[src/rtl/reaction_pkg.sv]
// reaction_pkg
//   Shared types and constants for the reaction-time game engine:
//   FSM state and status encodings, the per-difficulty delay/limit tables
//   and the delay LFSR feedback.
//   No ports (package).

package reaction_pkg;

  localparam int MS_W = 14;

  // Galois feedback for taps 16,14,13,11 in a right-shifting register
  localparam logic [15:0] LFSR_TAPS = 16'hB400;

  typedef enum logic [1:0] {
    IDLE  = 2'd0,
    ARMED = 2'd1,
    GO    = 2'd2,
    SHOW  = 2'd3
  } state_e;

  typedef enum logic [1:0] {
    ST_OK    = 2'd0,
    ST_FALSE = 2'd1,
    ST_SLOW  = 2'd2
  } status_e;

  // Difficulty 3 behaves exactly like difficulty 2.
  function automatic logic [1:0] norm_mode(input logic [1:0] mode);
    return (mode == 2'd3) ? 2'd2 : mode;
  endfunction

  // Fixed part of the pre-stimulus wait, in ms.
  function automatic logic [MS_W-1:0] mode_base(input logic [1:0] mode);
    case (mode)
      2'd0:    return 14'd2000;
      2'd1:    return 14'd1000;
      default: return 14'd500;
    endcase
  endfunction

  // Mask applied to the LFSR low bits to form the random part of the wait.
  function automatic logic [10:0] mode_mask(input logic [1:0] mode);
    case (mode)
      2'd0, 2'd1: return 11'h7FF;
      default:    return 11'h3FF;
    endcase
  endfunction

  // Longest allowed reaction before the trial is scored as too slow.
  function automatic logic [MS_W-1:0] mode_limit(input logic [1:0]      mode,
                                                 input logic [MS_W-1:0] max_ms);
    case (mode)
      2'd0:    return max_ms;
      2'd1:    return 14'd1000;
      default: return 14'd500;
    endcase
  endfunction

  function automatic logic [15:0] lfsr_step(input logic [15:0] v);
    return {1'b0, v[15:1]} ^ (v[0] ? LFSR_TAPS : 16'h0000);
  endfunction

endpackage

[src/rtl/reaction_core_if.sv]
// reaction_core_if
//   Menu/display-facing signal group of the reaction engine.
//   master : menu/button side (drives start, mode, react, ack)
//   slave  : reaction_core (drives led, busy, done, status, result_ms)
//   start     - menu select level, trial begins on its rising edge
//   mode      - difficulty 0..2 (3 acts as 2)
//   react     - debounced one-cycle button pulse
//   ack       - one-cycle pulse releasing the held result
//   led       - stimulus light
//   busy      - trial in progress (waiting or stimulus lit)
//   done      - one-cycle pulse when a result becomes available
//   status    - 0 ok, 1 false start, 2 too slow
//   result_ms - reaction time in ms

interface reaction_core_if;
  import reaction_pkg::*;

  logic            start;
  logic [1:0]      mode;
  logic            react;
  logic            ack;
  logic            led;
  logic            busy;
  logic            done;
  logic [1:0]      status;
  logic [MS_W-1:0] result_ms;

  modport master (
    output start, mode, react, ack,
    input  led, busy, done, status, result_ms
  );

  modport slave (
    input  start, mode, react, ack,
    output led, busy, done, status, result_ms
  );

endinterface

[src/rtl/ms_tick_gen.sv]
// ms_tick_gen
//   Millisecond prescaler. Counts 0..TICK_DIV-1 and flags the last count.
//   clk  - system clock
//   rst  - asynchronous active-low reset
//   clr  - synchronous restart of the count from zero
//   tick - high for one cycle every TICK_DIV cycles

module ms_tick_gen
  import reaction_pkg::*;
#(
  parameter int TICK_DIV = 100000
) (
  input  logic clk,
  input  logic rst,
  input  logic clr,
  output logic tick
);

  localparam int CNT_W = (TICK_DIV > 1) ? $clog2(TICK_DIV) : 1;
  localparam logic [CNT_W-1:0] TC = CNT_W'(TICK_DIV - 1);

  logic [CNT_W-1:0] cnt_q;
  logic [CNT_W-1:0] cnt_d;

  always_comb begin
    cnt_d = cnt_q + CNT_W'(1);
    if (clr || (cnt_q == TC)) begin
      cnt_d = '0;
    end
  end

  always_ff @(posedge clk or negedge rst) begin
    if (!rst) begin
      cnt_q <= '0;
    end else begin
      cnt_q <= cnt_d;
    end
  end

  assign tick = (cnt_q == TC);

endmodule

[src/rtl/reaction_core.sv]
// reaction_core
//   Runs one reaction-time trial: random mode-dependent wait, stimulus
//   LED, measurement of the press in ms, and a held result until ack.
//   clk - system clock
//   rst - asynchronous active-low reset
//   bus - reaction_core_if.slave (start/mode/react/ack in,
//         led/busy/done/status/result_ms out)
//
//   state | meaning
//   ------+----------------------------------------------------------
//   IDLE  | waiting for a start rising edge
//   ARMED | random wait running, LED dark; a press is a false start
//   GO    | LED lit, counting ms until press or limit
//   SHOW  | result held on status/result_ms until ack

module reaction_core
  import reaction_pkg::*;
#(
  parameter int          TICK_DIV  = 100000,
  parameter logic [15:0] LFSR_SEED = 16'hACE1,
  parameter int          MAX_MS    = 9999
) (
  input  logic           clk,
  input  logic           rst,
  reaction_core_if.slave bus
);

  localparam logic [MS_W-1:0] MAX_MS_V = MS_W'(MAX_MS);

  state_e          state_q, state_d;
  logic            start_d_q;
  logic [15:0]     lfsr_q, lfsr_d;
  logic [1:0]      mode_q, mode_d;
  logic [MS_W-1:0] delay_q, delay_d;
  logic [MS_W-1:0] ms_q, ms_d;
  logic            led_q, led_d;
  logic            busy_q, busy_d;
  logic            done_q, done_d;
  logic [1:0]      status_q, status_d;
  logic [MS_W-1:0] result_q, result_d;

  logic            tick;
  logic            clr;
  logic            start_edge;
  logic [1:0]      mode_n;
  logic [MS_W-1:0] limit;
  logic [MS_W-1:0] ms_inc;

  // Prescaler restarts on every state change so the first tick of a
  // state lands a full ms after entry.
  ms_tick_gen #(
    .TICK_DIV (TICK_DIV)
  ) u_tick (
    .clk  (clk),
    .rst  (rst),
    .clr  (clr),
    .tick (tick)
  );

  assign start_edge = bus.start & ~start_d_q;
  assign mode_n     = norm_mode(bus.mode);
  assign limit      = mode_limit(mode_q, MAX_MS_V);
  assign lfsr_d     = lfsr_step(lfsr_q);
  assign clr        = (state_d != state_q);

  // Counter value including this cycle's tick; decisions and the reported
  // time use it so a press on a tick cycle counts that tick.
  always_comb begin
    ms_inc = ms_q;
    if (tick && (ms_q != MAX_MS_V)) begin
      ms_inc = ms_q + MS_W'(1);
    end
  end

  always_comb begin
    state_d  = state_q;
    mode_d   = mode_q;
    delay_d  = delay_q;
    ms_d     = ms_q;
    status_d = status_q;
    result_d = result_q;

    case (state_q)
      IDLE: begin
        if (start_edge) begin
          state_d  = ARMED;
          mode_d   = mode_n;
          delay_d  = mode_base(mode_n) + MS_W'(lfsr_q[10:0] & mode_mask(mode_n));
          status_d = ST_OK;
          result_d = '0;
        end
      end

      ARMED: begin
        ms_d = ms_inc;
        // A press wins over the wait expiring in the same cycle.
        if (bus.react) begin
          state_d  = SHOW;
          status_d = ST_FALSE;
          result_d = '0;
        end else if (tick && (ms_inc == delay_q)) begin
          state_d = GO;
        end
      end

      GO: begin
        ms_d = ms_inc;
        // A press on the limit cycle still scores as a valid reaction.
        if (bus.react) begin
          state_d  = SHOW;
          status_d = ST_OK;
          result_d = ms_inc;
        end else if (ms_inc >= limit) begin
          state_d  = SHOW;
          status_d = ST_SLOW;
          result_d = limit;
        end
      end

      SHOW: begin
        if (bus.ack) begin
          state_d = IDLE;
        end
      end

      default: begin
        state_d = IDLE;
      end
    endcase

    if (state_d != state_q) begin
      ms_d = '0;
    end
  end

  assign led_d  = (state_d == GO);
  assign busy_d = (state_d == ARMED) || (state_d == GO);
  assign done_d = (state_d == SHOW) && (state_q != SHOW);

  always_ff @(posedge clk or negedge rst) begin
    if (!rst) begin
      state_q   <= IDLE;
      start_d_q <= 1'b0;
      lfsr_q    <= LFSR_SEED;
      mode_q    <= 2'd0;
      delay_q   <= '0;
      ms_q      <= '0;
      led_q     <= 1'b0;
      busy_q    <= 1'b0;
      done_q    <= 1'b0;
      status_q  <= 2'd0;
      result_q  <= '0;
    end else begin
      state_q   <= state_d;
      start_d_q <= bus.start;
      lfsr_q    <= lfsr_d;
      mode_q    <= mode_d;
      delay_q   <= delay_d;
      ms_q      <= ms_d;
      led_q     <= led_d;
      busy_q    <= busy_d;
      done_q    <= done_d;
      status_q  <= status_d;
      result_q  <= result_d;
    end
  end

  assign bus.led       = led_q;
  assign bus.busy      = busy_q;
  assign bus.done      = done_q;
  assign bus.status    = status_q;
  assign bus.result_ms = result_q;

endmodule

[src/flat_wrapper.sv]
// flat-port wrapper written by rule: the top's interface ports become plain ports
module reaction_core_flat import reaction_pkg::*;
#(
  parameter int          TICK_DIV  = 100000,
  parameter logic [15:0] LFSR_SEED = 16'hACE1,
  parameter int          MAX_MS    = 9999
)
  (clk, rst, bus_start, bus_mode, bus_react, bus_ack, bus_led, bus_busy, bus_done, bus_status, bus_result_ms);
  reaction_core_if bus_i ();
  input  logic clk;
  input  logic rst;
  input wire logic [$bits(bus_i.start)-1:0] bus_start;
  input wire logic [$bits(bus_i.mode)-1:0] bus_mode;
  input wire logic [$bits(bus_i.react)-1:0] bus_react;
  input wire logic [$bits(bus_i.ack)-1:0] bus_ack;
  output wire logic [$bits(bus_i.led)-1:0] bus_led;
  output wire logic [$bits(bus_i.busy)-1:0] bus_busy;
  output wire logic [$bits(bus_i.done)-1:0] bus_done;
  output wire logic [$bits(bus_i.status)-1:0] bus_status;
  output wire logic [$bits(bus_i.result_ms)-1:0] bus_result_ms;
  assign bus_i.start = bus_start;
  assign bus_i.mode = bus_mode;
  assign bus_i.react = bus_react;
  assign bus_i.ack = bus_ack;
  assign bus_led = bus_i.led;
  assign bus_busy = bus_i.busy;
  assign bus_done = bus_i.done;
  assign bus_status = bus_i.status;
  assign bus_result_ms = bus_i.result_ms;
  reaction_core #(.TICK_DIV(TICK_DIV), .LFSR_SEED(LFSR_SEED), .MAX_MS(MAX_MS)) u_core (.clk(clk), .rst(rst), .bus(bus_i));
endmodule
[config.mk]
export PLATFORM = sky130hd
export DESIGN_NAME = reaction_core_flat
export DESIGN_NICKNAME = d
export VERILOG_FILES = /design/src/rtl/reaction_pkg.sv /design/src/rtl/reaction_core_if.sv /design/src/rtl/ms_tick_gen.sv /design/src/rtl/reaction_core.sv /design/src/flat_wrapper.sv
export SDC_FILE = /design/constraint.sdc
export NUM_CORES = 1
export LEC_CHECK = 0
export CORE_ASPECT_RATIO = 1.4
export CORE_MARGIN = 2
export CORE_UTILIZATION = 30
export DETAILED_ROUTE_END_ITERATION = 8
export GPL_ROUTABILITY_DRIVEN = 0
export GPL_TIMING_DRIVEN = 0
export HOLD_SLACK_MARGIN = 0.05
export MAX_ROUTING_LAYER = met4
export PLACE_DENSITY = 0.52
export SYNTH_ARGS = -nofsm -noshare
export SYNTH_HDL_FRONTEND = slang
export SYNTH_SLANG_ARGS = --single-unit
[constraint.sdc]
create_clock -name clk -period 3.8 [get_ports clk]
set_input_delay 0.76 -clock clk [delete_from_list [all_inputs] [get_ports clk]]
set_output_delay 0.76 -clock clk [all_outputs]
set_load 0.1 [all_outputs]
Yosys cells after proc, flatten, opt, wreduce, memory -nomap -nowiden:

Index checks and enable logic that the tools add are counted.

* equal/unequal tests: 17
* multiplexer cells: 30
* bitwise gates (word level): 4
* add/subtract/negate cells: 3
* order comparisons: 1
* reductions and logical operators: 14

Operators with widths (count)
* two-way mux 14 bit: 9
* case mux 14 bit (3 select lines): 1
* two-way mux 11 bit: 3
* case mux 14 bit (2 select lines): 1
* two-way mux 2 bit: 11
* case mux 11 bit (2 select lines): 1
* adder 17 x 1 -> 17 bit (second input constant): 1
* equality test 17 bit (second input constant): 1
* two-way mux 17 bit: 1
* two-way mux 16 bit: 1
* bitwise XOR 15 x 16 -> 16 bit: 1
* adder 14 x 1 -> 14 bit (second input constant): 1
* adder 14 bit: 1
* equality test 14 bit: 1
* greater-or-equal comparator 14 bit: 1
* inequality test 14 bit (second input constant): 1
* bitwise AND 11 bit: 1
* equality test 2 bit (second input constant): 5
* equality test 2 x 1 -> 1 bit (second input constant): 4
* case mux 2 bit (4 select lines): 1
* logical NOT 2 bit: 3
* case mux 2 bit (3 select lines): 1
* inequality test 2 bit (second input constant): 2
* AND reduction 4 bit: 1
* other kinds (11): 15

* logic and storage cells: 81
* bits in registers: 85

Depth between registers and ports, before layout:

Gate-level depths: netlist of the first run.

* word-level depth: 11
* mapped depth: 18
* depth with buffers taken out: 16

Cells and area by module:

From an unflattened synthesis of the first run, not the netlist that was laid out.

* cell total of the unflattened synthesis: 526
* area total of the unflattened synthesis: 5213.8 um^2

Modules (own cells, without submodules)
* reaction_core: instances 1, area each 4365.4 um^2, cells an instance 439
* ms_tick_gen: instances 1, area each 848.3 um^2, cells an instance 87

Worst setup path before layout of the first run:

OpenSTA, ideal clock, no wires.

* kind: reg2reg
* start: register u_core.u_tick.cnt_q[0]
* end: register u_core.result_q[3] (netlist: u_core.bus.result_ms[3])
* arrival: 3.588 ns
* buffers on the path: 3
* cell stages (with the launch flop): 18
* slack: 0.116 ns
* data required time: 3.704 ns
* library setup time: 0.096 ns
* clock period less this slack: 3.684 ns
* cell sequence: dfrtp_1 ha_1 and4_1 clkbuf_1 nand4_1 clkbuf_1 nor2_1 nand2_1 xnor2_1 ha_1 a211oi_1 o221ai_1 o211ai_1 a31oi_1 o21ai_1 clkbuf_1 nand2_1 o31ai_1

* cells in the longest elaborated chain, start to end: 6

RTL lines
* from (decl): RTL line ms_tick_gen.sv:22 `logic [CNT_W-1:0] cnt_q;`
* from (signal assigned): RTL line ms_tick_gen.sv:36 `cnt_q <= cnt_d;`
* equality test 17 bit (*): RTL line ms_tick_gen.sv:40 `assign tick = (cnt_q == TC);`
* logical AND 1 bit (*): RTL line reaction_core.sv:70 `if (tick && (ms_q != MAX_MS_V)) begin`
* two-way mux 14 bit (*): RTL line reaction_core.sv:70
* greater-or-equal comparator 14 bit: RTL line reaction_core.sv:113 `end else if (ms_inc >= limit) begin`
* inequality test 3 x 2 -> 1 bit (no line)
* AND reduction 4 bit (no line)
* to (signal assigned): RTL line reaction_core.sv:164 `result_q <= result_d;`
* to (decl): RTL line reaction_core.sv:40 `logic [MS_W-1:0] result_q, result_d;`

Every way passes the cells marked *; elsewhere a longest branch is shown, timed or not.
A chain may end at the register's enable or synchronous reset.

Final worst setup path of the first run:

* start: register u_core.u_tick.cnt_q[1]
* end: register u_core.ms_q[4]

* cells in the longest elaborated chain, start to end: 10

RTL lines
* equality test 17 bit (*): RTL line ms_tick_gen.sv:40
* parallel branches: the longest is 9 deep, another holds greater-or-equal comparator 14 bit
* to (signal assigned): RTL line reaction_core.sv:159 `ms_q <= ms_d;`
* to (decl): RTL line reaction_core.sv:35 `logic [MS_W-1:0] ms_q, ms_d;`

Mark *: on every way between the ends. The select of a mux whose other input is x is not followed.

==> run summary, run 1 <==
SYNTHESIS
----------------------------------------------------------------------------------
Ys flop type ........................................................ sky130_fd_sc_hd__dfrtp_1
Number of flops mapped to enable cells by yosys .....................            0
Share of async-settable or async-resettable flops after synthesis ...         100%
Count of warnings emitted by yosys ..................................            0
Number of unique standard cell types used by synthesis ..............           59
Proportion of synthesized chip area in sequential cells .............        42.2%
Register bit total from synthesis ...................................           83
Synth area leaders .................................................. sky130_fd_sc_hd__dfrtp_1, sky130_fd_sc_hd__ha_1, sky130_fd_sc_hd__xor2_1
Cell type contributing the most total cell area after synthesis ..... sky130_fd_sc_hd__dfrtp_1
Summed instance area of the synthesized netlist .....................   4950 sq um
Synthesized instance count ..........................................          517
Net count of the mapped netlist .....................................          552
Post-synthesis average cell area ....................................   9.57 sq um
Post-synth top area share ...........................................        37.9%

DIE
----------------------------------------------------------------------------------
I/O pin count .......................................................           26
Vertical die dimension ..............................................       156 um
Core Region .........................................................  16200 sq um
Die Footprint .......................................................  17500 sq um
Die outline width ...................................................       113 um
Starting utilization of the core area ...............................        30.6%
Row Count ...........................................................           55

STA
----------------------------------------------------------------------------------
Final setup skew ....................................................      8.32 ps
Highest Clock Rate ..................................................      272 MHz
Worst Hold Margin ...................................................       248 ps
Finish-stage setup viols ............................................            0
Normalized max-slew margin ..........................................        34.6%
Total negative setup slack ..........................................         0 ps
Final period utilization ............................................        96.8%
Final critical-path required period .................................      3680 ps
Total count of hold-check failures in the final report ..............            0
Least-Margin Pin Slew ...............................................       978 ps
Number of pins with negative max-slew slack in the final report .....            0

FINAL LAYOUT
----------------------------------------------------------------------------------
Final cell count without fillers ....................................          782
Final Cell Area .....................................................   6360 sq um
Share of final-layout standard cells stronger than drive strength 1 .        21.8%
Total Nets Final ....................................................          613
Synthesis-to-layout area growth .....................................        28.5%
Antenna Cells .......................................................            0
Leading cell types in the layout, fill and taps excluded ............ sky130_fd_sc_hd__dfrtp_1, sky130_fd_sc_hd__nand2_1, sky130_fd_sc_hd__nor2_1
Leading cell type in the layout, fill and taps excluded ............. sky130_fd_sc_hd__dfrtp_1

DETAILED ROUTING
----------------------------------------------------------------------------------
Final antenna-violating net count ...................................            0
Number of DRC markers in iteration 0 ................................          252
Final routed DRC violation total ....................................            0
Total via count after detailed routing ..............................         4071
Total Wirelength ....................................................      13.1 mm
Count of TritonRoute iterations in the first routing pass ...........            4
Mean routed wirelength per cell .....................................      16.7 um
Via/cell ratio ......................................................         5.21

CTS
----------------------------------------------------------------------------------
Number of levels the H-tree was split into ..........................            3
TritonCTS clock tree ................................................          yes
Max clock buf depth .................................................            2
Hold-fix buffers at CTS .............................................            0
Inserted Clock Buffers ..............................................            9
Latest clock arrival within the worst-skew pair .....................       350 ps
Clk sink count ......................................................           83
Master cell of the clock root buffer ................................ sky130_fd_sc_hd__clkbuf_16
Clock Pin Slew Worst Setup and Hold Paths ...........................        60 ps

HOLD PATH
----------------------------------------------------------------------------------
Hold Path Class .....................................................  in -> async

WORST SETUP PATH
----------------------------------------------------------------------------------
CP Data Required Time ...............................................      4070 ps
Maximum fanout along the worst path .................................            6
Sort of element at the end of the critical path .....................         flop
Arrival @ worst endpoint ............................................      3950 ps
Worst Setup Path Type ...............................................   reg -> reg
Critical path startpoint category ...................................         flop
Internal reg-to-reg setup slack .....................................       120 ps

FLOW RUN
----------------------------------------------------------------------------------
Maximum capacitance violations ......................................            0

POWER AND IR DROP
----------------------------------------------------------------------------------
Largest vdd supply drop .............................................   0.000466 V
Power Density .......................................................  675 nW/um^2
Leakage .............................................................      2.79 nW
Final Power .........................................................      4.29 mW

GLOBAL ROUTE
----------------------------------------------------------------------------------
Vias in the first global route ......................................         4264
Initial antenna violation count .....................................            0
Total overflow reported by the global router ........................            0
Global-route usage over all layers ..................................        15.7%
First-pass GRT wire length ..........................................      21.2 mm
Maximum number of pins on one net before global-route repair ........           73

PLACE
----------------------------------------------------------------------------------
Post-Place Cells ....................................................          742
DP Area .............................................................   5470 sq um
# port buffers ......................................................           25
Placed wire-length estimate .........................................      9.53 mm

STATUS
----------------------------------------------------------------------------------
Result of the run ................................................... finished clean

[area by class of cell]
| cell class | instances | area (sq um) |
|---|---|---|
| fill | 1597 | 9810 |
| inverter | 19 | 71.3 |
| clock inverter | 5 | 106 |
| clock buffer | 11 | 253 |
| multi-input combinational | 386 | 2950 |
| buffer | 24 | 138 |
| sequential | 83 | 2090 |
| timing repair buffer | 55 | 500 |
| tap | 199 | 249 |
[report_power, final]
group / switching (mW) / internal [mW] / total (mW)
sequential: 0.165 / 1.05 / 1.21
clock: 0.364 / 0.680 / 1.04
combinational: 1.32 / 0.712 / 2.03
total: 1.85 / 2.44 / 4.29
[Yosys cell counts, types with 3 or more instances]
cell                         n
sky130_fd_sc_hd__dfrtp_1    75
sky130_fd_sc_hd__nand2_1    49
sky130_fd_sc_hd__nor2_1     45
sky130_fd_sc_hd__xor2_1     34
sky130_fd_sc_hd__ha_1       27
sky130_fd_sc_hd__o21ai_0    25
sky130_fd_sc_hd__inv_1      19
sky130_fd_sc_hd__xnor2_1    19
sky130_fd_sc_hd__clkbuf_1   17
sky130_fd_sc_hd__nand3_1    17
sky130_fd_sc_hd__nor3_1     17
sky130_fd_sc_hd__a21oi_1    14
sky130_fd_sc_hd__nor2b_1    13
sky130_fd_sc_hd__a211oi_1   10
sky130_fd_sc_hd__o31ai_1     9
sky130_fd_sc_hd__and4_1      8
sky130_fd_sc_hd__dfstp_2     8
sky130_fd_sc_hd__a21o_1      7
sky130_fd_sc_hd__and3_1      7
sky130_fd_sc_hd__nand4_1     7
sky130_fd_sc_hd__buf_2       6
sky130_fd_sc_hd__mux2_2      6
sky130_fd_sc_hd__a31oi_1     5
sky130_fd_sc_hd__buf_4       5
sky130_fd_sc_hd__nand2b_1    5
sky130_fd_sc_hd__o211ai_1    5
sky130_fd_sc_hd__nor4_1      4
sky130_fd_sc_hd__nor4b_1     4
sky130_fd_sc_hd__mux2i_1     3
sky130_fd_sc_hd__o2111ai_1   3
sky130_fd_sc_hd__o21ba_2     3
sky130_fd_sc_hd__o221ai_1    3
[worst max-delay path: stages (launching register included)]
cell,delay (ps)
sky130_fd_sc_hd__dfrtp_1,410
sky130_fd_sc_hd__ha_4,160
sky130_fd_sc_hd__and4_4,250
sky130_fd_sc_hd__nand4_1,210
sky130_fd_sc_hd__buf_6,220
sky130_fd_sc_hd__or3_4,370
sky130_fd_sc_hd__xor2_4,170
sky130_fd_sc_hd__inv_2,80
sky130_fd_sc_hd__ha_4,190
sky130_fd_sc_hd__a211o_1,290
sky130_fd_sc_hd__nor3b_4,250
sky130_fd_sc_hd__a32oi_2,160
sky130_fd_sc_hd__a31oi_1,220
sky130_fd_sc_hd__o211ai_2,210
sky130_fd_sc_hd__buf_6,200
sky130_fd_sc_hd__a211oi_2,190
[logic make-up (layout without fill, tap and decap cells)]
logic type,count (synthesis),after routing,synth area share (%)
mux,9,9,1.97
buf+inv,48,114,4.17
fa+ha+maj,28,28,7.23
xor+xnor,55,55,10.3
flops,83,83,42.2
compound gates,103,103,14.4
simple gates,191,191,19.7
[stage by stage]
step	util [%]	setup WS, ps
floorplan	-	116
global placement	33.7	-1160
detailed placement	33.8	-1220
CTS	36.9	3.10
global route	39.3	-12.4
finish	39.3	120
[registers in the layout, indices dropped and copies added, names as in the netlist, 2 cells and up]
| register | cells |
|---|---|
| u_core.lfsr_q | 16 |
| u_core.bus.status | 2 |
| u_core.bus.result_ms | 14 |
| u_core.mode_q | 2 |
| u_core.delay_q | 12 |
| u_core.state_q | 2 |
| u_core.ms_q | 14 |
| u_core.u_tick.cnt_q | 17 |
[path summary, 6_finish.rpt]
check,cells past startpoint,to,from
max in group asynchronous,2,u_core.u_tick.cnt_q[11],rst
min reg2reg,0,u_core.lfsr_q[11],u_core.lfsr_q[12]
max reg2reg,15,u_core.ms_q[4],u_core.u_tick.cnt_q[1]
min in group clk,0,u_core.lfsr_q[11],u_core.lfsr_q[12]
min,1,u_core.lfsr_q[12],rst
max,15,u_core.ms_q[4],u_core.u_tick.cnt_q[1]
[layer usage]
layer / global-route usage [%] / wire [um]
met1: 17.2 / 5290
met4: 11.0 / 607
met5: - / 0
met3: 2.29 / 422
met2: 26.4 / 6750
[repair_timing]
item / CTS / global route
pin swaps: 8 / 20
endpoints found under the setup margin: 51 / 49
buffers inserted: 7 / 21
cloned: 0 / 1
gates resized for setup: 26 / 43
(Power assumes the default switching activity.)
==> run 2, diff against run 1 <==
--- a/config.mk
+++ b/config.mk
@@ -6,7 +6,6 @@
 export NUM_CORES = 1
 export LEC_CHECK = 0
 export CORE_ASPECT_RATIO = 1.4
-export CORE_MARGIN = 2
 export CORE_UTILIZATION = 30
 export DETAILED_ROUTE_END_ITERATION = 8
 export GPL_ROUTABILITY_DRIVEN = 0
==> run 2 against run 1 <==
  * Global-route usage grew 0.075 points
  * First-iteration DRC count shrank 26%
  * Critical path depth is the same
  * Hold slack gained 8.5 ps
  * Sequential cell count is the same
  * Design area shrank 3.1%
  * Via count shrank 1.6%
==> run summary, run 2 (synthesis results as in run 1) <==
STATUS
----------------------------------------------------------------------------------
Result of the run ................................................... finished clean

PLACE
----------------------------------------------------------------------------------
# port buffers ......................................................           25   unchanged
Placed wire-length estimate .........................................      9.44 mm   -0.97%
Post-Place Cells ....................................................          742   unchanged
Worst setup timing slack at the placement stage .....................     -1140 ps   +82.5 ps

DIE
----------------------------------------------------------------------------------
Die outline width ...................................................       111 um   -1.8%
Starting utilization of the core area ...............................        30.6%   unchanged
Core Region .........................................................  16200 sq um   unchanged
Vertical die dimension ..............................................       154 um   -1.3%
Row Count ...........................................................           55   unchanged
Die Footprint .......................................................  17000 sq um   -3.0%
I/O pin count .......................................................           26   unchanged

FINAL LAYOUT
----------------------------------------------------------------------------------
Final cell count without fillers ....................................          772   -1.3%
Largest registers ................................................... u_core.u_tick.cnt_q x17, u_core.lfsr_q x16
Sequential cell area in the final layout ............................   2090 sq um   -0.12%
Antenna Cells .......................................................            0   unchanged
Leading cell type in the layout, fill and taps excluded ............. sky130_fd_sc_hd__dfrtp_1
Total of fill cells in the finished design ..........................         1605   +0.50%
Leading cell types in the layout, fill and taps excluded ............ sky130_fd_sc_hd__dfrtp_1, sky130_fd_sc_hd__nand2_1, sky130_fd_sc_hd__nor2_1
Register with the highest flop count ................................ u_core.u_tick.cnt_q
Share of final-layout standard cells stronger than drive strength 1 .        19.5%   -2.2 points
Total Nets Final ....................................................          603   -1.6%
Flip-flop count of the largest register, all copies and words added .           17   unchanged
Multi-input logic area ..............................................   2900 sq um   -1.7%
Synthesis-to-layout area growth .....................................        24.5%

HOLD PATH
----------------------------------------------------------------------------------
Hold Path Class .....................................................  in -> async

STA
----------------------------------------------------------------------------------
Normalized max-slew margin ..........................................        34.5%   -0.059 points
Least-Margin Pin Slew ...............................................       979 ps   +0.876 ps
Highest Clock Rate ..................................................      272 MHz   about the same
Final setup skew ....................................................      9.83 ps   +1.52 ps
Finish-stage setup viols ............................................            0   unchanged
Final critical-path required period .................................      3680 ps   -1.57 ps
Final period utilization ............................................        96.8%   about the same
Setup WS post-layout ................................................       122 ps   +1.57 ps
RSZ-0062 raised after global routing ................................         true
Total count of hold-check failures in the final report ..............            0   unchanged
Number of pins with negative max-slew slack in the final report .....            0   unchanged

WORST SETUP PATH
----------------------------------------------------------------------------------
Worst R2R Path Depth ................................................           15   unchanged
Critical register-to-register path startpoint ....................... u_core.u_tick.cnt_q[1]
Sort of element at the end of the critical path .....................         flop
Crit Reg-Reg Endpoint ............................................... u_core.u_tick.cnt_q[10]
Maximum fanout along the worst path .................................            6   unchanged
Internal reg-to-reg setup slack .....................................       120 ps   about the same
Crit path capture ................................................... u_core.u_tick.cnt_q[10]
Launch point of the critical path ................................... u_core.u_tick.cnt_q[1]
Cells along the critical path ....................................... ha_4, and4_4, nand4_1, buf_6, or3_4, xor2_2, inv_2, ha_4, a211o_1, nor3b_2, a32oi_2, a31oi_2, o211ai_4, buf_6, nor3_1
Critical path's largest stage delay .................................       420 ps   about the same
Critical path startpoint category ...................................         flop
Slowest cell on the critical path ................................... sky130_fd_sc_hd__dfrtp_1
Worst Setup Path Type ...............................................   reg -> reg
Arrival @ worst endpoint ............................................      3940 ps   about the same
CP Data Required Time ...............................................      4060 ps   about the same

DETAILED ROUTING
----------------------------------------------------------------------------------
Mean routed wirelength per cell .....................................      16.4 um   -1.7%
Total Wirelength ....................................................      12.7 mm   -3.0%
Count of TritonRoute iterations in the first routing pass ...........            4   unchanged
Number of DRC markers in iteration 0 ................................          187   -26%
Via/cell ratio ......................................................         5.19   -0.32%
Total via count after detailed routing ..............................         4006   -1.6%
Final routed DRC violation total ....................................            0   unchanged
Final antenna-violating net count ...................................            0   unchanged

CTS
----------------------------------------------------------------------------------
Max clock buf depth .................................................            2   unchanged
Inserted Clock Buffers ..............................................            9   unchanged
Latest clock arrival within the worst-skew pair .....................       350 ps   about the same
Clk sink count ......................................................           83   unchanged
TritonCTS clock tree ................................................          yes
Clock Pin Slew Worst Setup and Hold Paths ...........................        70 ps   about the same
Master cell of the clock root buffer ................................ sky130_fd_sc_hd__clkbuf_16
Number of levels the H-tree was split into ..........................            3   unchanged

GLOBAL ROUTE
----------------------------------------------------------------------------------
Vias in the first global route ......................................         4082   -4.3%
Maximum number of pins on one net before global-route repair ........           72   -1.4%
First-pass GRT wire length ..........................................      20.8 mm   -2.0%
Total overflow reported by the global router ........................            0   unchanged
Global-route usage over all layers ..................................        15.8%   +0.075 points
Initial antenna violation count .....................................            0   unchanged

POWER AND IR DROP
----------------------------------------------------------------------------------
Power Density .......................................................  666 nW/um^2   -1.3%
Largest vdd supply drop .............................................   0.000425 V   -8.9%
Leakage .............................................................      2.70 nW   -3.0%

FLOW RUN
----------------------------------------------------------------------------------
Maximum capacitance violations ......................................            0   unchanged

run 2: changes by cell type in the layout (fill, tap and decap cells not counted), sizes merged:
cell and delta:
buf -9, bufinv -3, clkbuf -2, clkinv +2, clkinvlp +1, inv +1
run 2: where the power goes:
group,switching [mW],total (mW),internal (mW)
registers,0.162,1.21,1.05
logic,1.33,2.04,0.715
clock network,0.384,0.852,0.468
run 2: how the worst min path moves through the flow:
| stage | startpoint | endpoint | slack, ps | cells after the start |
|---|---|---|---|---|
| 2_1_floorplan | u_core.lfsr_q[12] | u_core.lfsr_q[11] | 330 | 0 |
| 3_3_place_gp | u_core.lfsr_q[12] | u_core.lfsr_q[11] | 340 | 0 |
| 3_5_place_dp | u_core.lfsr_q[12] | u_core.lfsr_q[11] | 350 | 0 |
| 4_1_cts | rst | u_core.lfsr_q[12] | 250 | 1 |
| 5_1_grt | rst | u_core.lfsr_q[12] | 250 | 1 |
| 6_report | rst | u_core.lfsr_q[12] | 260 | 1 |
run 2: area by class of cell:
type | count | share of cell area [%]
well taps | 199 | 4.04
plain buffers | 24 | 2.34
flip-flops and latches | 83 | 33.9
multi-input cells | 386 | 47.0
repair buffers | 45 | 6.86
clock inverters | 6 | 0.792
inverters | 19 | 1.16
clock buffers | 10 | 3.88
run 2: metrics by stage:
stage                     power (mW)  hold WS, ps  setup TNS (ps)  instance area (sq um)  util (%)
after global placement          2.97          341         -113950                   5450      33.7
after floorplan                 2.50          333               0                   4950         -
after CTS                       3.94          247               0                   5900      36.5
after global routing            4.35          251            -612                   6160      38.1
after detailed placement        3.00          346          -37880                   5470      33.8
final                           4.10          257               0                   6160      38.1
run 2: what timing repair did:
item | in CTS | in global routing
cloned | 0 | 2
pin swaps | 6 | 20
setup endpoints to repair | 51 | 49
resized for setup | 26 | 38
hold buffers | 0 | 0
setup buffers | 8 | 9
run 2: per-layer routing:
metal / GRT usage [%] / vias up / share of wire (%)
met5: - / - / 0
li1: - / 1934 / -
met4: 10.3 / 0 / 5.1
met2: 25.4 / 79 / 50
met1: 18.3 / 1962 / 42
met3: 2.56 / 31 / 2.9
run 2: worst max-delay path, delay by kind of cell (launching register included):
kind / cells / cell delay (ps)
compound gates: 4 / 860
buf+inv: 3 / 460
fa+ha+maj: 2 / 380
flops: 1 / 420
simple gates: 5 / 1290
xor+xnor: 1 / 180
==> run 3, diff against run 2 <==
--- a/config.mk
+++ b/config.mk
@@ -5,11 +5,9 @@
 export SDC_FILE = /design/constraint.sdc
 export NUM_CORES = 1
 export LEC_CHECK = 0
-export CORE_ASPECT_RATIO = 1.4
 export CORE_UTILIZATION = 30
 export DETAILED_ROUTE_END_ITERATION = 8
 export GPL_ROUTABILITY_DRIVEN = 0
-export GPL_TIMING_DRIVEN = 0
 export HOLD_SLACK_MARGIN = 0.05
 export MAX_ROUTING_LAYER = met4
 export PLACE_DENSITY = 0.52
==> run 3 against run 2 <==
  * Clock-buffer cell count up 3
  * Via count down 3.4%
  * Highest routed layer unchanged
  * Critical path depth down 2
  * Critical path type unchanged
  * Wire length down 5.5%
  * Clock skew up 1.3 ps
  * Utilization down 0.55 points
  * Sequential cell count unchanged
  * First-iteration DRC count up 18%
  * Design area down 2.5%
  * Largest power group unchanged
  * Maximum frequency up 2.6%
==> run summary, run 3 (synthesis results as in run 1) <==
PLACE
----------------------------------------------------------------------------------
# port buffers ......................................................           25   unchanged
Placed wire-length estimate .........................................      8.83 mm   -6.4%

DIE
----------------------------------------------------------------------------------
Core Region .........................................................  16000 sq um   -1.1%
Die outline width ...................................................       130 um   +18%
Starting utilization of the core area ...............................        30.9%   +0.33 points
Row Count ...........................................................           46   -16%
Vertical die dimension ..............................................       130 um   -15%
Die Footprint .......................................................  17000 sq um   about the same
I/O pin count .......................................................           26   unchanged

STA
----------------------------------------------------------------------------------
Least-Margin Pin Slew ...............................................       971 ps   -7.86 ps
Final period utilization ............................................        94.3%   -2.5 points
Normalized max-slew margin ..........................................        35.0%   +0.53 points
Worst Hold Margin ...................................................       363 ps   +107 ps
Final critical-path required period .................................      3580 ps   -94.9 ps
Total count of hold-check failures in the final report ..............            0   unchanged
Final setup skew ....................................................      11.1 ps   +1.28 ps
Highest Clock Rate ..................................................      279 MHz   +2.6%
Number of pins with negative max-slew slack in the final report .....            0   unchanged
Finish-stage setup viols ............................................            0   unchanged

DETAILED ROUTING
----------------------------------------------------------------------------------
Mean routed wirelength per cell .....................................      15.4 um   -6.5%
Total via count after detailed routing ..............................         3870   -3.4%
Total Wirelength ....................................................      12.0 mm   -5.5%
Number of DRC markers in iteration 0 ................................          221   +18%
Final antenna-violating net count ...................................            0   unchanged
Final routed DRC violation total ....................................            0   unchanged
Count of TritonRoute iterations in the first routing pass ...........            4   unchanged
Via/cell ratio ......................................................         4.96   -4.4%

FINAL LAYOUT
----------------------------------------------------------------------------------
Leading cell type in the layout, fill and taps excluded ............. sky130_fd_sc_hd__dfrtp_1
Total Nets Final ....................................................          594   -1.5%
Register with the highest flop count ................................ u_core.u_tick.cnt_q
Flip-flop count of the largest register, all copies and words added .           17   unchanged
Share of final-layout standard cells stronger than drive strength 1 .        14.9%   -4.7 points
Leading cell types in the layout, fill and taps excluded ............ sky130_fd_sc_hd__dfrtp_1, sky130_fd_sc_hd__nand2_1, sky130_fd_sc_hd__nor2_1
Antenna Cells .......................................................            0   unchanged
Largest registers ................................................... u_core.u_tick.cnt_q x17, u_core.lfsr_q x16
Synthesis-to-layout area growth .....................................        21.4%

GLOBAL ROUTE
----------------------------------------------------------------------------------
First-pass GRT wire length ..........................................      20.1 mm   -3.2%
Initial antenna violation count .....................................            0   unchanged
Maximum number of pins on one net before global-route repair ........           49   -32%
Met3 track demand over resource .....................................        3.18%   +0.61 points
Total overflow reported by the global router ........................            0   unchanged
Global-route usage over all layers ..................................        15.9%   +0.050 points
Vias in the first global route ......................................         3928   -3.8%
Routing usage on met1 ...............................................        21.5%   +3.2 points
Most Used Layer, Global Route .......................................         met2
Met2 layer usage reported by global route ...........................        23.4%   -2.0 points

WORST SETUP PATH
----------------------------------------------------------------------------------
Maximum fanout along the worst path .................................           31   +25
Slowest cell on the critical path ................................... sky130_fd_sc_hd__dfrtp_1
Arrival @ worst endpoint ............................................      3830 ps   -110 ps
Top delay family on crit path ....................................... simple AND/OR/NAND/NOR gates
Worst Setup Path Type ...............................................   reg -> reg
Crit path buffers/inverters .........................................            2   -1
CP Data Required Time ...............................................      4040 ps   -20 ps
Cells along the critical path ....................................... and4_1, nand2_1, or3_1, xor2_2, inv_1, ha_1, a211o_1, nor3b_2, a32oi_1, a31oi_1, o211ai_2, buf_12, a211oi_1
Internal reg-to-reg setup slack .....................................       220 ps   +90 ps
Critical path's largest stage delay .................................       540 ps   +120 ps
Sort of element at the end of the critical path .....................         flop
Critical path startpoint category ...................................         flop

STATUS
----------------------------------------------------------------------------------
Result of the run ................................................... finished clean

CTS
----------------------------------------------------------------------------------
Latest clock arrival within the worst-skew pair .....................       350 ps   about the same
Clk sink count ......................................................           83   unchanged
Master cell of the clock root buffer ................................ sky130_fd_sc_hd__clkbuf_16
TritonCTS clock tree ................................................          yes
Inserted Clock Buffers ..............................................            9   unchanged
Hold-fix buffers at CTS .............................................            0   unchanged
Number of levels the H-tree was split into ..........................            3   unchanged
Clock Pin Slew Worst Setup and Hold Paths ...........................        60 ps   about the same
Max clock buf depth .................................................            2   unchanged

POWER AND IR DROP
----------------------------------------------------------------------------------
Power Density .......................................................  655 nW/um^2   -1.7%
Largest vdd supply drop .............................................   0.000306 V   -28%
Final Power .........................................................      3.93 mW   -4.1%
Leakage .............................................................      2.68 nW   -0.80%

FLOW RUN
----------------------------------------------------------------------------------
Maximum capacitance violations ......................................            0   unchanged

HOLD PATH
----------------------------------------------------------------------------------
Hold Path Class .....................................................   reg -> reg

run 3: cell types whose count changed in the layout (fill, tap and decap cells not counted), sizes merged:
| cell | previous run | this run |
|---|---|---|
| clkbuf | 21 | 13 |
| clkinvlp | 2 | 0 |
| buf | 34 | 36 |
| clkinv | 2 | 1 |
| inv | 21 | 19 |
| bufinv | 0 | 2 |
run 3: through the flow:
step	cell area (sq um)	setup slack (ps)	setup TNS (ps)	utilization, %	instances
floorplan	4950	116	0	-	517
global placement	5610	61.1	0	35.1	763
detailed placement	5610	29.3	0	35.1	763
CTS	5930	16.9	0	37.0	779
global route	6010	-40.8	-104	37.5	780
finish	6010	217	0	37.5	780
run 3: cell type report:
type,count,area [sq um]
sequential,83,2090
multi-input combinational,386,2740
tap,216,270
fill,1623,9990
timing repair buffer,60,536
inverter,19,71.3
clock inverter,3,65.1
clock buffer,13,240
run 3: layer usage:
metal | share of wire [%] | vias to the layer above | wire [um]
li1 | - | 1927 | -
met5 | 0 | - | 0
met1 | 49 | 1857 | 5920
met4 | 1.5 | 0 | 181
met2 | 45 | 73 | 5350
met3 | 4.4 | 13 | 522
run 3: power breakdown:
group / switching [mW] / total, mW / internal [mW]
combinational: 1.19 / 1.80 / 0.610
clock: 0.339 / 0.915 / 0.575
sequential: 0.167 / 1.21 / 1.05
total: 1.70 / 3.93 / 2.23
run 3: worst register-to-register path: cells and delay by family, from the launching register on:
| kind | cells | cell delay [ps] |
|---|---|---|
| adder cells (fa/ha/maj) | 1 | 280 |
| XOR/XNOR | 1 | 170 |
| flip-flops | 1 | 540 |
| AO/OA/AOI/OAI | 5 | 1080 |
| buffers and inverters | 2 | 260 |
| AND/OR/NAND/NOR | 4 | 1160 |
run 3: what timing repair did:
action,4_1_cts,5_1_grt
setup buffers,0,1
pin swaps,0,6
endpoints found under the setup margin,1,49
resized for setup,1,15
run 3: path summary, 6_finish.rpt:
path	endpoint	from	cells past startpoint
worst max-delay path	u_core.ms_q[1]	u_core.ms_q[6]	13
worst min-delay path	u_core.lfsr_q[11]	u_core.lfsr_q[12]	0
worst max register to register	u_core.ms_q[1]	u_core.ms_q[6]	13
worst min register to register	u_core.lfsr_q[11]	u_core.lfsr_q[12]	0
max in group asynchronous	u_core.lfsr_q[13]	rst	2
min in group asynchronous	u_core.bus.result_ms[3]	rst	1
